[src/rtl/gauss_axis_packer.sv]
// Packs the 8-bit filtered pixel stream into 32-bit AXI4-Stream beats (four pixels per beat),
// buffered by a first-word fall-through FIFO whose head sits in the output register.
module gauss_axis_packer #(
   parameter int IMG_W     = 1024,
   parameter int IMG_H     = 1024,
   parameter int LAST_MODE = 0,
   parameter int DEPTH     = 16,
   parameter int AFULL_TH  = 12
) (
   input  logic        clk,
   input  logic        rst_n,
   input  logic        frame_start,
   input  logic        pix_valid,
   input  logic [7:0]  pix_data,
   output logic [31:0] m_axis_tdata,
   output logic [3:0]  m_axis_tkeep,
   output logic        m_axis_tvalid,
   output logic        m_axis_tlast,
   input  logic        m_axis_tready,
   output logic        fifo_afull,
   output logic        overflow,
   output logic        extra_pix,
   output logic        frame_done
);

   localparam int CW = (IMG_W > 1) ? $clog2(IMG_W) : 1;
   localparam int LW = (IMG_H > 1) ? $clog2(IMG_H) : 1;
   localparam int PW = $clog2(DEPTH);
   localparam int NW = $clog2(DEPTH + 1);

   typedef enum logic [1:0] {S_IDLE, S_RUN, S_DONE} state_e;

   typedef struct packed {
      logic        fend;
      logic        last;
      logic [3:0]  keep;
      logic [31:0] data;
   } word_t;

   // ---------------- pack stage ----------------
   state_e        state_q, state_d;
   logic [CW-1:0] col_q, col_d, col_e;
   logic [LW-1:0] line_q, line_d, line_e;
   logic [1:0]    bidx_q, bidx_d, bidx_e;
   logic [31:0]   pack_q, pack_d, pack_e;
   logic          wv_q, wv_d;
   word_t         wrd_q, wrd_d;
   logic          extra_q, extra_d;

   logic          accept, last_col, last_line, frame_last, line_end, commit;
   logic [31:0]   lanes;
   logic [3:0]    keep;

   // frame_start restarts the frame in the same cycle, so a coincident pixel lands as pixel 0
   assign col_e  = frame_start ? '0 : col_q;
   assign line_e = frame_start ? '0 : line_q;
   assign bidx_e = frame_start ? '0 : bidx_q;
   assign pack_e = frame_start ? '0 : pack_q;

   assign accept     = pix_valid && (frame_start || state_q == S_RUN);
   assign last_col   = (col_e == CW'(IMG_W - 1));
   assign last_line  = (line_e == LW'(IMG_H - 1));
   assign frame_last = last_col && last_line;
   assign line_end   = (LAST_MODE != 0) && last_col;
   assign commit     = (bidx_e == 2'd3) || frame_last || line_end;

   // NOTE: every signal driven here gets a default first, so no path leaves one unassigned and no latch is inferred.
   always_comb begin
      state_d = state_q;
      col_d   = col_e;
      line_d  = line_e;
      bidx_d  = bidx_e;
      pack_d  = pack_e;
      wv_d    = 1'b0;
      wrd_d   = wrd_q;
      extra_d = extra_q && !frame_start;
      lanes   = pack_e;
      lanes[{bidx_e, 3'b000} +: 8] = pix_data;
      case (bidx_e)
         2'd0:    keep = 4'b0001;
         2'd1:    keep = 4'b0011;
         2'd2:    keep = 4'b0111;
         default: keep = 4'b1111;
      endcase

      if (frame_start) state_d = S_RUN;
      if (pix_valid && !accept) extra_d = 1'b1;

      if (accept) begin
         col_d = last_col ? '0 : col_e + CW'(1);
         if (last_col) line_d = last_line ? '0 : line_e + LW'(1);
         if (commit) begin
            wv_d   = 1'b1;
            wrd_d  = '{fend: frame_last, last: frame_last || line_end, keep: keep, data: lanes};
            bidx_d = '0;
            pack_d = '0;
         end else begin
            bidx_d = bidx_e + 2'd1;
            pack_d = lanes;
         end
         if (frame_last) state_d = S_DONE;
      end
   end

   // NOTE: sequential state uses non-blocking assignments so every flop samples pre-edge values.
   always_ff @(posedge clk) begin
      if (!rst_n) begin
         state_q <= S_IDLE;
         col_q   <= '0;
         line_q  <= '0;
         bidx_q  <= '0;
         pack_q  <= '0;
         wv_q    <= 1'b0;
         wrd_q   <= '0;
         extra_q <= 1'b0;
      end else begin
         state_q <= state_d;
         col_q   <= col_d;
         line_q  <= line_d;
         bidx_q  <= bidx_d;
         pack_q  <= pack_d;
         wv_q    <= wv_d;
         wrd_q   <= wrd_d;
         extra_q <= extra_d;
      end
   end

   // ---------------- FIFO: storage plus output register, DEPTH words in total ----------------
   word_t         mem [DEPTH];
   logic [PW-1:0] wr_ptr_q, rd_ptr_q;
   logic [NW-1:0] cnt_q, cnt_d;
   word_t         out_q, out_d;
   logic          ov_q, ov_d;
   logic          afull_q, ovf_q, ovf_d;
   logic          pop, push_ok, mem_empty, load, bypass, mem_wr, mem_rd;

   assign pop       = ov_q && m_axis_tready;
   assign push_ok   = wv_q && ((cnt_q != NW'(DEPTH)) || pop);
   assign mem_empty = (cnt_q == NW'(ov_q));
   assign load      = !ov_q || pop;
   assign bypass    = load && mem_empty && push_ok;
   assign mem_wr    = push_ok && !bypass;
   assign mem_rd    = load && !mem_empty;

   always_comb begin
      ov_d  = ov_q;
      out_d = out_q;
      if (mem_rd) begin
         out_d = mem[rd_ptr_q];
         ov_d  = 1'b1;
      end else if (bypass) begin
         out_d = wrd_q;
         ov_d  = 1'b1;
      end else if (load) begin
         ov_d  = 1'b0;
      end
      cnt_d = cnt_q + NW'(push_ok) - NW'(pop);
      ovf_d = (ovf_q && !frame_start) || (wv_q && !push_ok);
   end

   // NOTE: the storage array carries no reset; occupancy and pointers alone define which entries are live.
   always_ff @(posedge clk) begin
      if (mem_wr) mem[wr_ptr_q] <= wrd_q;
   end

   always_ff @(posedge clk) begin
      if (!rst_n) begin
         wr_ptr_q <= '0;
         rd_ptr_q <= '0;
         cnt_q    <= '0;
         out_q    <= '0;
         ov_q     <= 1'b0;
         afull_q  <= 1'b0;
         ovf_q    <= 1'b0;
      end else begin
         if (mem_wr) wr_ptr_q <= wr_ptr_q + PW'(1);
         if (mem_rd) rd_ptr_q <= rd_ptr_q + PW'(1);
         cnt_q   <= cnt_d;
         out_q   <= out_d;
         ov_q    <= ov_d;
         afull_q <= (cnt_d >= NW'(AFULL_TH));
         ovf_q   <= ovf_d;
      end
   end

   assign m_axis_tdata  = out_q.data;
   assign m_axis_tkeep  = out_q.keep;
   assign m_axis_tlast  = out_q.last;
   assign m_axis_tvalid = ov_q;
   assign fifo_afull    = afull_q;
   assign overflow      = ovf_q;
   assign extra_pix     = extra_q;
   assign frame_done    = pop && out_q.fend;

endmodule

[config.mk]
export PLATFORM = sky130hd
export DESIGN_NAME = gauss_axis_packer
export DESIGN_NICKNAME = d
export VERILOG_FILES = /design/src/rtl/gauss_axis_packer.sv
export SDC_FILE = /design/constraint.sdc
export NUM_CORES = 1
export LEC_CHECK = 0
export CORE_AREA = 3 3 236 238
export CTS_CLUSTER_SIZE = 12
export DETAILED_ROUTE_END_ITERATION = 8
export DIE_AREA = 0 0 239 241
export GPL_TIMING_DRIVEN = 1
export PLACE_DENSITY_LB_ADDON = 0.08
export SYNTH_ARGS = -nofsm -noshare
export SYNTH_HDL_FRONTEND = slang
export SYNTH_SLANG_ARGS = --single-unit
export TNS_END_PERCENT = 30
[constraint.sdc]
create_clock -name clk -period 4.8 [get_ports clk]
set_input_delay 0.48 -clock clk [delete_from_list [all_inputs] [get_ports clk]]
set_output_delay 0.48 -clock clk [all_outputs]
set_load 0.01 [all_outputs]
==> metrics.txt <==
drt wl/cell=26.8 um; slew margin rel.=31.3%; Crit Path Category=input port to flip-flop; Avg Vias per Cell=6.26; Setup-failing EPs final=0; ys flop type=edfxtp_1; final hold slack=467 ps; gpl congestion=0.848; CP max FO=24; die area=0.0576 mm^2; ANT cells=0; worst-skew pair later-pin latency=600 ps; number of synthesized flops with an enable pin=592; HP Class=flip-flop to flip-flop; syn_nets=1841; CTS root buf=clkbuf_16; row count=85; Buffers on Ports=54; P_leak=12.1 nW; Commonest cells post-synth=edfxtp_1, dfxtp_1, mux2i_1, a22oi_1, nand3_1; Pre-Repair DR Iteration Count=6; nets@finish=1896; Yosys top cell by area=edfxtp_1; Worst Max-Slew Pin Slew=1030 ps; crit start category=input port; Starting DRT DRC Count=1591; cts bufs inserted=77; WL final=70200 um; CTS HTree Levels=3; Reg clk slew, reported paths=60 ps; max cap viols=0; DR vias=16398; CP Data Required Time=5320 ps; Area Growth Syn to Fin=12.8%; DRC viols=0; Synth Cell Area=0.0294 mm^2; Clock Skew=13.3 ps; vias in the first global route=16186; Cell Pwr Density=458 mW/mm^2; total gr overflow=0; Slew Viols, Final=0; Setup TNS=0 ps; Async SR Flop Fraction=0%; fin crit period=3320 ps; main area contributors after synthesis=edfxtp_1, dfxtp_1, mux4_2; Synth top area share=60.5%; Mapped Cells=1808; top-count cell post-synth=edfxtp_1; Die Ht=241 um; CTS Sinks=744; Initial Util=54.6%; CTS tree=done; outcome=complete, no violations; synth unique cells=60; data arrival time of the worst path=3850 ps; GRT Overall Usage=24.7%; RSZ-0062 raised after global routing=false; Avg Cell Area, Syn=16.2 um^2; Max clock buf depth=3; post_cts resized=0; global-route wire length before repair=105000 um; Final period util=69.3%; largest net degree at the start of global routing=83; final critical-path setup slack=1480 ps; #FFs+latches synth=744; Finished Layout Cells=2618; setup bufs post-CTS=0; Worst VDD drop=0.360 mV; top achievable clock speed=0.301 GHz; hpwl dp=39100 um; placed insts=2480; ANT nets after route=0; layout cells sized above 1=14.0%; pre-CTS setup slack=902 ps; chip width=239 um; num ports=55; register area share after synthesis=70.9%; R2R Setup Slk=1760 ps; core area=0.0538 mm^2; CP endpoint kind=flip-flop; final hold vios=0; Synth warnings=0; hold_buf cts=0; initial antenna violation count=0
-- cell families (layout without fill, tap and decap cells) --
| kind of cell | count (synthesis) | after routing | synth area share, % |
|---|---|---|---|
| DFF | 744 | 744 | 70.9 |
| and+or+nand+nor | 360 | 360 | 6.61 |
| AOI/OAI and AO/OA | 289 | 289 | 7.79 |
| muxes | 224 | 224 | 10.8 |
| buffers and inverters | 149 | 263 | 2.41 |
| xor gates and xnor gates | 22 | 22 | 0.656 |
| adders and majority gates | 20 | 20 | 0.877 |
-- cell usage in the layout (no fill, tap or decap), drive strengths merged, types with 15 or more instances in the layout --
cell / count
inv: 22
a21oi: 25
clkbuf: 121
clkdlybuf4s50: 53
a32oi: 25
buf: 51
o211a: 33
mux2i: 150
ha: 19
nor2: 75
xnor2: 17
a22oi: 133
a31oi: 16
clkinv: 15
nor3b: 18
nand2b: 44
edfxtp: 592
a32o: 37
mux4: 74
nand2: 41
dfxtp: 152
nand3: 121
-- where the power goes --
part	switching, mW	leakage, nW	total, mW	internal, mW
Combinational	1.36	2.89	2.30	0.947
Clock	2.36	1.14	5.60	3.24
Sequential	0.254	8.11	7.28	7.02
Total	3.97	12.1	15.2	11.2
-- worst max-delay path, cell delays in order --
cell	delay, ps
clkdlybuf4s50_1	1000
buf_4	380
nand2b_1	140
buf_4	270
ha_1	360
nor4b_4	540
and2_1	390
a22oi_1	140
nor2_1	130
-- state kept, by name, indices dropped and copies added, names as in the netlist, named ones only --
signal	count
wv_q	1
line_q	10
col_q	10
rd_ptr_q	4
fifo_afull	1
extra_pix	1
cnt_q	5
wrd_q	37
pack_q	32
m_axis_tkeep	4
overflow	1
m_axis_tdata	32
state_q	2
bidx_q	2
m_axis_tvalid	1
mem	592
out_q	1
wr_ptr_q	4
-- per-stage QoR --
step                power, mW  cell area, um^2  util, %
floorplan                8.81            29400        -
global placement         9.72            30800     57.2
detailed placement       9.73            30800     57.2
CTS                      15.3            33100     61.6
global route             15.8            33100     61.6
finish                   15.2            33100     61.6
-- cell type report --
class	count	area (um^2)
Sequential cell	744	20800
Fill cell	3953	20700
Multi-Input combinational cell	915	8020
Clock buffer	121	2220
Timing Repair Buffer	104	986
Tap cell	696	871
Clock inverter	17	131
Inverter	21	78.8
-- per-layer routing --
| metal | up-vias | wire (um) | GRT usage, % |
|---|---|---|---|
| li1 | 7305 | - | - |
| met1 | 8423 | 29300 | 33.8 |
| met2 | 568 | 34600 | 41.4 |
| met3 | 102 | 4560 | 3.83 |
| met4 | 0 | 1780 | 7.60 |
| met5 | - | 0 | 0 |
-- final timing paths --
kind | cells after the start | startpoint | endpoint
worst max-delay path | 9 | frame_start | pack_q[24]
worst min-delay path | 1 | m_axis_tdata[19] | m_axis_tdata[19]
worst min register to register | 1 | m_axis_tdata[19] | m_axis_tdata[19]
worst max register to register | 6 | m_axis_tvalid | mem[12][14]
(Power assumes the default switching activity.)
